--- config.mk ---
export PLATFORM = sky130hd
export DESIGN_NAME = vram_brush_painter
export DESIGN_NICKNAME = d
export VERILOG_FILES = /design/src/rtl/vram_brush_painter.sv
export SDC_FILE = /design/constraint.sdc
export NUM_CORES = 1
export LEC_CHECK = 0
export ABC_AREA = 1
export ABC_CLOCK_PERIOD_IN_PS = 6000
export CAP_MARGIN = 20
export CELL_PAD_IN_SITES_DETAIL_PLACEMENT = 1
export CELL_PAD_IN_SITES_GLOBAL_PLACEMENT = 2
export CORE_ASPECT_RATIO = 1.75
export CORE_MARGIN = 5
export CORE_UTILIZATION = 40
export DETAILED_ROUTE_END_ITERATION = 12
export DONT_BUFFER_PORTS = 1
export GPL_TIMING_DRIVEN = 0
export PLACE_DENSITY = 0.86
export SLEW_MARGIN = 25
export SYNTH_ARGS = -nofsm -noshare
export SYNTH_HDL_FRONTEND = slang
export SYNTH_SLANG_ARGS = --single-unit
--- constraint.sdc ---
create_clock -name clk -period 6 [get_ports clk]
set_clock_uncertainty 0.15 [all_clocks]
set_input_delay 1.2 -clock clk [delete_from_list [all_inputs] [get_ports clk]]
set_output_delay 1.2 -clock clk [all_outputs]
set_load 0.02 [all_outputs]
--- src/rtl/vram_brush_painter.sv ---
// -----------------------------------------------------------------------------
// vram_brush_painter
//
// Turns FT6206 touch events into VRAM write bursts that paint a square brush
// cell at the touch location. The whole VRAM is swept to BLACK after reset and
// whenever a clear is requested. The ILI9341 display controller reads the same
// VRAM on its own read port; this block only owns the write port.
//
// Optional feature macro: VRAM_BRUSH_PAINTER_ERASE_EN
//   When defined, an 'erase' input is added. An erasing touch paints BLACK, and
//   the erase bit takes part in the repeat-cell filter so erasing over a
//   just-painted cell still repaints it.
//
// Ports:
//   clk           sole clock
//   rstb          asynchronous active-low reset
//   ena           advance enable; low freezes all state and counters
//   touch         current touch event {valid, x, y}
//   brush_color   paint colour, sampled when a touch is captured
//   clear         single-cycle clear request
//   erase         (ERASE_EN only) paint BLACK instead of brush_color
//   vram_wr_ena   VRAM write strobe (registered)
//   vram_wr_addr  VRAM write address y*DISPLAY_WIDTH + x (registered)
//   vram_wr_data  VRAM write data (registered)
//   busy          high while sweeping or painting
// -----------------------------------------------------------------------------

package vram_brush_painter_pkg;
  // 9-bit coordinates cover the 320-row panel and leave room for the
  // out-of-range values the touch controller can report.
  localparam int COORD_W = 9;

  typedef logic [15:0] ILI9341_color_t;

  localparam ILI9341_color_t BLACK = 16'h0000;

  typedef struct packed {
    logic               valid;
    logic [COORD_W-1:0] x;
    logic [COORD_W-1:0] y;
  } touch_t;
endpackage

// state   | meaning
// --------+--------------------------------------------------------------
// S_CLEAR | sweeping BLACK over every VRAM address, one per enabled cycle
// S_IDLE  | waiting for a clear request or a new in-range touch cell
// S_PAINT | emitting the pixels of the captured brush cell, dx fastest
module vram_brush_painter
  import vram_brush_painter_pkg::*;
#(
  parameter int DISPLAY_WIDTH  = 240,
  parameter int DISPLAY_HEIGHT = 320,
  parameter int VRAM_L         = DISPLAY_WIDTH * DISPLAY_HEIGHT,
  parameter int BRUSH_LOG2     = 2
) (
  input  logic                      clk,
  input  logic                      rstb,
  input  logic                      ena,
  input  touch_t                    touch,
  input  ILI9341_color_t            brush_color,
  input  logic                      clear,
`ifdef VRAM_BRUSH_PAINTER_ERASE_EN
  input  logic                      erase,
`endif
  output logic                      vram_wr_ena,
  output logic [$clog2(VRAM_L)-1:0] vram_wr_addr,
  output ILI9341_color_t            vram_wr_data,
  output logic                      busy
);

  localparam int ADDR_W = $clog2(VRAM_L);
  localparam int CELL_W = COORD_W - BRUSH_LOG2;
`ifdef VRAM_BRUSH_PAINTER_ERASE_EN
  localparam int KEY_W  = 2 * CELL_W + 1;
`else
  localparam int KEY_W  = 2 * CELL_W;
`endif

  // Limits are one bit wider than a coordinate so base+offset never wraps
  // before the range compare.
  localparam logic [COORD_W:0]    X_LIM      = (COORD_W + 1)'(DISPLAY_WIDTH);
  localparam logic [COORD_W:0]    Y_LIM      = (COORD_W + 1)'(DISPLAY_HEIGHT);
  localparam logic [ADDR_W-1:0]   SWEEP_LAST = ADDR_W'(VRAM_L - 1);
  localparam logic [ADDR_W-1:0]   ROW_PITCH  = ADDR_W'(DISPLAY_WIDTH);

  typedef enum logic [1:0] {
    S_IDLE  = 2'd0,
    S_CLEAR = 2'd1,
    S_PAINT = 2'd2
  } state_t;

  state_t                state_q, state_d;
  logic [ADDR_W-1:0]     sweep_q, sweep_d;
  logic [BRUSH_LOG2-1:0] dx_q, dx_d;
  logic [BRUSH_LOG2-1:0] dy_q, dy_d;
  logic [COORD_W-1:0]    base_x_q, base_x_d;
  logic [COORD_W-1:0]    base_y_q, base_y_d;
  ILI9341_color_t        color_q, color_d;
  logic [KEY_W-1:0]      last_key_q, last_key_d;
  logic                  last_valid_q, last_valid_d;
  logic                  pending_q, pending_d;
  logic                  wr_ena_q, wr_ena_d;
  logic [ADDR_W-1:0]     wr_addr_q, wr_addr_d;
  ILI9341_color_t        wr_data_q, wr_data_d;

  // Current brush pixel and its VRAM address.
  logic [COORD_W:0]      px, py;
  logic                  pix_in;
  logic [ADDR_W-1:0]     pix_addr;

  // Touch decode: in-range check, cell key for the repeat filter, cell origin.
  logic                  touch_in;
  logic                  touch_repeat;
  logic [KEY_W-1:0]      touch_key;
  logic [COORD_W-1:0]    cell_x, cell_y;
  ILI9341_color_t        cap_color;

  assign px     = {1'b0, base_x_q} + (COORD_W + 1)'(dx_q);
  assign py     = {1'b0, base_y_q} + (COORD_W + 1)'(dy_q);
  assign pix_in = (px < X_LIM) && (py < Y_LIM);

  // Only in-range pixels are written, so py*W+px < VRAM_L and the product
  // fits the address width without losing any bits.
  assign pix_addr = ADDR_W'(py) * ROW_PITCH + ADDR_W'(px);

  assign touch_in = ({1'b0, touch.x} < X_LIM) && ({1'b0, touch.y} < Y_LIM);
  assign cell_x   = {touch.x[COORD_W-1:BRUSH_LOG2], {BRUSH_LOG2{1'b0}}};
  assign cell_y   = {touch.y[COORD_W-1:BRUSH_LOG2], {BRUSH_LOG2{1'b0}}};

`ifdef VRAM_BRUSH_PAINTER_ERASE_EN
  assign touch_key = {touch.x[COORD_W-1:BRUSH_LOG2],
                      touch.y[COORD_W-1:BRUSH_LOG2], erase};
  assign cap_color = erase ? BLACK : brush_color;
`else
  assign touch_key = {touch.x[COORD_W-1:BRUSH_LOG2],
                      touch.y[COORD_W-1:BRUSH_LOG2]};
  assign cap_color = brush_color;
`endif

  assign touch_repeat = last_valid_q && (last_key_q == touch_key);

  always_comb begin
    state_d      = state_q;
    sweep_d      = sweep_q;
    dx_d         = dx_q;
    dy_d         = dy_q;
    base_x_d     = base_x_q;
    base_y_d     = base_y_q;
    color_d      = color_q;
    last_key_d   = last_key_q;
    last_valid_d = last_valid_q;
    // A clear pulse is remembered in every state, even while frozen, so it is
    // never lost; the sweep itself retires it when it finishes.
    pending_d    = pending_q | clear;
    wr_ena_d     = 1'b0;
    wr_addr_d    = wr_addr_q;
    wr_data_d    = wr_data_q;

    if (ena) begin
      unique case (state_q)
        S_CLEAR: begin
          wr_ena_d  = 1'b1;
          wr_addr_d = sweep_q;
          wr_data_d = BLACK;
          if (sweep_q == SWEEP_LAST) begin
            sweep_d      = '0;
            pending_d    = 1'b0;
            last_valid_d = 1'b0;
            state_d      = S_IDLE;
          end else begin
            sweep_d = sweep_q + 1'b1;
          end
        end

        S_IDLE: begin
          if (clear || pending_q) begin
            sweep_d = '0;
            state_d = S_CLEAR;
          end else if (!touch.valid) begin
            last_valid_d = 1'b0;
          end else if (touch_in && !touch_repeat) begin
            base_x_d     = cell_x;
            base_y_d     = cell_y;
            color_d      = cap_color;
            last_key_d   = touch_key;
            last_valid_d = 1'b1;
            dx_d         = '0;
            dy_d         = '0;
            state_d      = S_PAINT;
          end
        end

        S_PAINT: begin
          // Clipped pixels still consume a cycle so the burst length is fixed.
          if (pix_in) begin
            wr_ena_d  = 1'b1;
            wr_addr_d = pix_addr;
            wr_data_d = color_q;
          end
          if (&dx_q) begin
            dx_d = '0;
            if (&dy_q) begin
              dy_d    = '0;
              state_d = S_IDLE;
            end else begin
              dy_d = dy_q + 1'b1;
            end
          end else begin
            dx_d = dx_q + 1'b1;
          end
        end

        default: begin
          sweep_d = '0;
          state_d = S_CLEAR;
        end
      endcase
    end
  end

  always_ff @(posedge clk or negedge rstb) begin
    if (!rstb) begin
      state_q      <= S_CLEAR;
      sweep_q      <= '0;
      dx_q         <= '0;
      dy_q         <= '0;
      base_x_q     <= '0;
      base_y_q     <= '0;
      color_q      <= BLACK;
      last_key_q   <= '0;
      last_valid_q <= 1'b0;
      pending_q    <= 1'b0;
      wr_ena_q     <= 1'b0;
      wr_addr_q    <= '0;
      wr_data_q    <= BLACK;
    end else begin
      state_q      <= state_d;
      sweep_q      <= sweep_d;
      dx_q         <= dx_d;
      dy_q         <= dy_d;
      base_x_q     <= base_x_d;
      base_y_q     <= base_y_d;
      color_q      <= color_d;
      last_key_q   <= last_key_d;
      last_valid_q <= last_valid_d;
      pending_q    <= pending_d;
      wr_ena_q     <= wr_ena_d;
      wr_addr_q    <= wr_addr_d;
      wr_data_q    <= wr_data_d;
    end
  end

  assign vram_wr_ena  = wr_ena_q;
  assign vram_wr_addr = wr_addr_q;
  assign vram_wr_data = wr_data_q;
  assign busy         = (state_q != S_IDLE);

endmodule

# Word level (Yosys, flattened, before mapping)
# Index checks and enable logic that the tools add are counted.
dict set report word_totals {
  regBits 103
  latch_bits 0
  ramBits 0
  romBits 0
  inputBits 39
  output_inout_bits 35
  word_cells 95
  n_memories 0
}
dict set report op_classes {
  n_addsub 6
  n_mul 1
  n_div 0
  n_lt_le_gt_ge 4
  eq_ne 15
  shifts 0
  n_mux 33
  n_bitwise 3
  n_reduce_logical 20
}
# op count
set op_table {}
lappend op_table {{$mux W17} 3}
lappend op_table {{$pmux W17 S3} 1}
lappend op_table {{$pmux W17 S2} 1}
lappend op_table {{$pmux W16 S2} 1}
lappend op_table {{$mux W2} 12}
lappend op_table {{$add A9 B2 Y10} 2}
lappend op_table {{$add A17 B1 Y17 const B} 1}
lappend op_table {{$add A17 B10 Y17} 1}
lappend op_table {{$eq A17 B17 Y1 const B} 1}
lappend op_table {{$mux W16} 1}
lappend op_table {{$ne A2 B2 Y1 const B} 8}
lappend op_table {{$reduce_and A5 Y1} 3}
lappend op_table {{$eq A14 B14 Y1} 1}
lappend op_table {{$mul A10 B4 Y13 const B} 1}
lappend op_table {{$reduce_and A6 Y1} 2}
lappend op_table {{$lt A10 B8 Y1 const B} 1}
lappend op_table {{$lt A10 B9 Y1 const B} 1}
lappend op_table {{$lt A9 B8 Y1 const B} 1}
lappend op_table {{$lt A9 B9 Y1 const B} 1}
lappend op_table {{$mux W1} 9}
lappend op_table {{$ne A3 B3 Y1 const B} 3}
lappend op_table {{$pmux W2 S2} 2}
lappend op_table {{$reduce_bool A2 Y1} 4}
lappend op_table {{$pmux W2 S3} 1}
lappend op_table {{other kinds (12)} 20}

# Logic depth before layout (Yosys ltp)
dict set report logic_depth {
  ltp_word 8
  mapped_depth 20
  ltp_nobuf 20
}

# Least setup slack after synthesis
# OpenSTA, ideal clock, no wires.
dict set report synth_timing {
  kind {register to register}
  startpoint {reg dy_q[0]}
  endpoint {reg wr_addr_q[15] (netlist: vram_wr_addr[15])}
  setup_ns 0.117
  t_arrival_ns 3.240
  required_ns 5.733
  slack_ns 2.494
  path_stages_with_launch 16
  n_path_buf 0
  synth_period_minus_slack_ns 3.506
  path_cell_list {dfrtp_1 > fa_1 > inv_1 > fa_1 > fa_1 > xnor2_1 > ha_1 > nand2_1 > o211ai_1 > nand3b_1 > nor2_1 > nand2_1 > nand3_1 > nand3_1 > nand2_1 > nand2_1}
}
dict set report synth_via {
  elab_chain_len 5
  word_cells_on_any_way 9
  cone_classes {add/sub (2); mul (1); order compare (1); eq/ne (1); mux (2); reduce/logical (2)}
}
# item line
set synth_rtl {}
lappend synth_rtl {{start, declared} 96} ;# logic [BRUSH_LOG2-1:0] dy_q, dy_d;
lappend synth_rtl {{start signal, assigned} 241} ;# dy_q <= dy_d;
lappend synth_rtl {{$add A9 B2 Y10 *} 120} ;# assign py = {1'b0, base_y_q} + (COORD_W + 1)'(dy_q);
lappend synth_rtl {{$mul A10 B4 Y13 / $lt A10 B9 Y1 (equally long branches)} {125, 121}}
lappend synth_rtl {{$add A17 B10 Y17 / $logic_and A1 B1 Y1 (equally long branches)} {125, 121}}
lappend synth_rtl {{$mux W17 / $ne A2 B2 Y1 (equally long branches)} -}
lappend synth_rtl {{$pmux W17 S2 / $reduce_and A3 Y1 (equally long branches)} -}
lappend synth_rtl {{end signal, assigned} 249} ;# wr_addr_q <= wr_addr_d;
lappend synth_rtl {{end, declared} 104} ;# logic [ADDR_W-1:0] wr_addr_q, wr_addr_d;
# Mark *: on every way between the ends. The rest lies on a longest branch, timed or not. The select of a mux whose other input is x is not followed.
# A chain may end at the register's enable or synchronous reset.

==> summary.txt <==
Hold path
  • Worst hold path cell count: 2
  • Hold Crit Class: reg -> reg
  • Hold Path Sink: last_key_q[3]
  • Min-delay src: last_key_q[3]

Yosys
  • Synth Flop Type: dfrtp_1
  • Seq/Total Area, Yosys: 39.8%
  • Synthesized area per cell: 7.72 um^2
  • Async set-reset flop share out of synthesis: 100%
  • Net Count, Synth: 810
  • Synth warn: 0
  • Post-Synthesis Cells: 726
  • Synthesized cell area: 0.00560 mm^2
  • EDFF count, synth: 0
  • Register bit count reported by yosys: 89
  • Distinct cells, synth: 41

Clocking
  • Hold-fix buffers at CTS: 0
  • CTS tree: yes
  • Setup Buffers After CTS: 0
  • CTS buffer count: 9
  • H-Tree Depth: 3
  • # resized after CTS: 0
  • Clock sink count: 89
  • Clock buffer depth: 2
  • Clock transition at the registers of the reported paths: 0.07 ns
  • Root buf cell: clkbuf_16
  • Worst-skew pair later-pin latency: 0.36 ns

Critical path
  • Critical Path Max Stage Delay: 0.52 ns
  • CP most frequent cell: nand2_1
  • Peak fanout along the critical path: 5
  • R2R Path End: vram_wr_addr[15]
  • Crit start category: register
  • Setup CP Type: reg -> reg
  • R2R cell count: 16
  • CP Launch Point: last_key_q[1]
  • Worst path depth: 16
  • Critical Path RT: 6.10 ns
  • CP delay by family, top: adder cells
  • Crit path DAT: 4.11 ns
  • Bufs and invs on worst path: 2
  • Reg2reg start: last_key_q[1]
  • Critical path cell sequence: inv_1 -> fa_1 -> fa_1 -> inv_1 -> ha_1 -> xnor2_1 -> ha_1 -> nand2_1 -> o211ai_1 -> nand3b_1 -> nor2_1 -> nand2_1 -> nand3_1 -> nand3_1 -> nand2_1 -> nand2_1
  • Reg-to-reg slack, setup: 1.98 ns
  • Endpoint type of the worst setup path: register
  • CP max stage cell: fa_1

Finish
  • Final #Nets: 821
  • Commonest non-fill, non-tap cells in the layout: nand2_1, inv_1, dfrtp_1, nand3_1, nor2_1
  • Share of cells above drive strength 1: 7.95%
  • Area grow syn2layout: 9.11%
  • Non-Filler Instances: 919
  • # fillers: 1,720
  • Antenna Cells: 0
  • Most common cell after layout, fill and taps aside: nand2_1

STA
  • Max-slew violation count: 0
  • Fin crit share: 67.0%
  • Min cycle time layout: 4.02 ns
  • Slew margin rel.: 58.1%
  • Final hold vios: 0
  • Fmax: 249 MHz
  • TNS Setup: 0 ns
  • Worst-Margin Slew: 0.628 ns
  • Setup repair after global routing missed its margin: no
  • # setup viols final: 0

Global routing
  • GRT Total Usage: 20.3%
  • Initial antenna violation count: 0
  • Largest net degree at the start of global routing: 90
  • Vias in the first global route: 5,179
  • Total gr overflow: 0
  • First-pass GRT wire length: 26,700 um

Drt
  • Drt first pass iters: 4
  • Final WL: 16,200 um
  • Final ANT Viol Nets: 0
  • DRC: 0
  • WL per Instance: 17.6 um
  • Vias: 4,787
  • DR vias/cell: 5.21
  • Initial drt markers: 151

Placed design
  • Port bufs: 0
  • Dpl hpwl: 13,000 um
  • GPL Wtd Cong: 0.854
  • Cells after DPL: 903

Power
  • Internal Pwr Total: 1.04 mW
  • Psw: 0.569 mW
  • Register share of total power: 46.7%
  • Clock Power Share: 34.8%
  • Cell Pwr Density: 263 mW/mm^2
  • Worst VDD drop: 0.141 mV
  • Sw Share: 35.4%
  • Logic gate share of total power: 18.4%
  • Leak pwr: 2.98 nW

Die
  • Die height: 167 um
  • Die Area: 0.0166 mm^2
  • Die Width: 99.5 um
  • Row count: 57
  • Starting Density: 40.5%
  • Io pins: 74
  • Placeable core area: 0.0138 mm^2

Run status
  • Status: finished, final reports clean

Flow run
  • Max-Cap Viols: 0
-- worst register-to-register path, delay by kind of cell (launching register included) --
kind            cells  cell delay (ns)
compound gates      1             0.28
simple gates        8             0.90
xor+xnor            1             0.15
buf+inv             2             0.30
fa+ha+maj           4             1.72
flops               1             0.40
-- Yosys cell counts, types with 12 or more instances --
cell	instances	area, um^2
nor3_1	12	60.1
o21ai_0	13	65.1
nand2_1	211	792
inv_1	88	330
a21oi_1	33	165
ha_1	29	363
nand3_1	52	260
dfrtp_1	88	2200
nor2_1	46	173
fa_1	16	320
o21ai_1	38	190
-- registers in the layout, summed over array words and instances (netlist names) --
| signal | count |
|---|---|
| sweep_q | 17 |
| vram_wr_addr | 17 |
| color_q | 16 |
| vram_wr_data | 16 |
| last_key_q | 14 |
| dx_q | 2 |
| dy_q | 2 |
| state_q | 2 |
| last_valid_q | 1 |
| pending_q | 1 |
| vram_wr_ena | 1 |
-- routing by layer --
metal  share of wire (%)  track usage [%]  vias up
li1                    -                -     2334
met5                   0                0        -
met2                  58             39.4       62
met3                 3.5             4.27       17
met1                  37             21.6     2374
met4                 1.5             5.17        0
-- worst max path at each step --
stage,endpoint,slack (ns)
CTS,vram_wr_addr[15],1.89
floorplan,vram_wr_addr[15],2.49
global placement,vram_wr_addr[15],2.07
global route,vram_wr_addr[15],1.68
finish,vram_wr_addr[15],1.98
detailed placement,vram_wr_addr[15],1.93
-- through the flow --
step                      setup WS, ns  instance area (um^2)  power, mW  util (%)  hold WS [ns]
after floorplan                   2.49                  5600      0.960         -         0.292
after global placement            2.07                  5830       1.05      42.1         0.306
after detailed placement          1.93                  5830       1.06      42.1         0.312
after CTS                         1.89                  6110       1.62      44.2         0.336
after global routing              1.68                  6110       1.69      44.2         0.360
final                             1.98                  6110       1.61      44.2         0.333
-- logic make-up (layout without fill, tap and decap cells) --
logic type	Yosys count	count (layout)	share of synthesized area, %
buffers and inverters	120	136	8.66
adder cells (fa/ha/maj)	45	45	12.2
XOR/XNOR	12	12	1.88
AND/OR/NAND/NOR	359	359	27.8
AO/OA/AOI/OAI	101	101	9.73
flip-flops	89	89	39.8
-- power by group through the flow --
stage          registers [mW]  logic, mW  clock network (mW)
6_report                0.752      0.296               0.561
3_5_place_dp            0.766      0.297                   0
2_1_floorplan           0.744      0.216                   0
5_1_grt                 0.759      0.335               0.593
3_3_place_gp            0.763      0.285                   0
4_1_cts                 0.755      0.301               0.566
-- cell type report --
type,count,area [um^2],share of cell area [%]
Tap cell,177,221,3.62
Multi-Input combinational cell,517,2890,47.3
Clock inverter,7,63.8,1.04
Clock buffer,9,225,3.68
Buffer,21,114,1.86
Inverter,99,372,6.08
Sequential cell,89,2230,36.4
No activity file was read; power rests on OpenSTA's default activity.
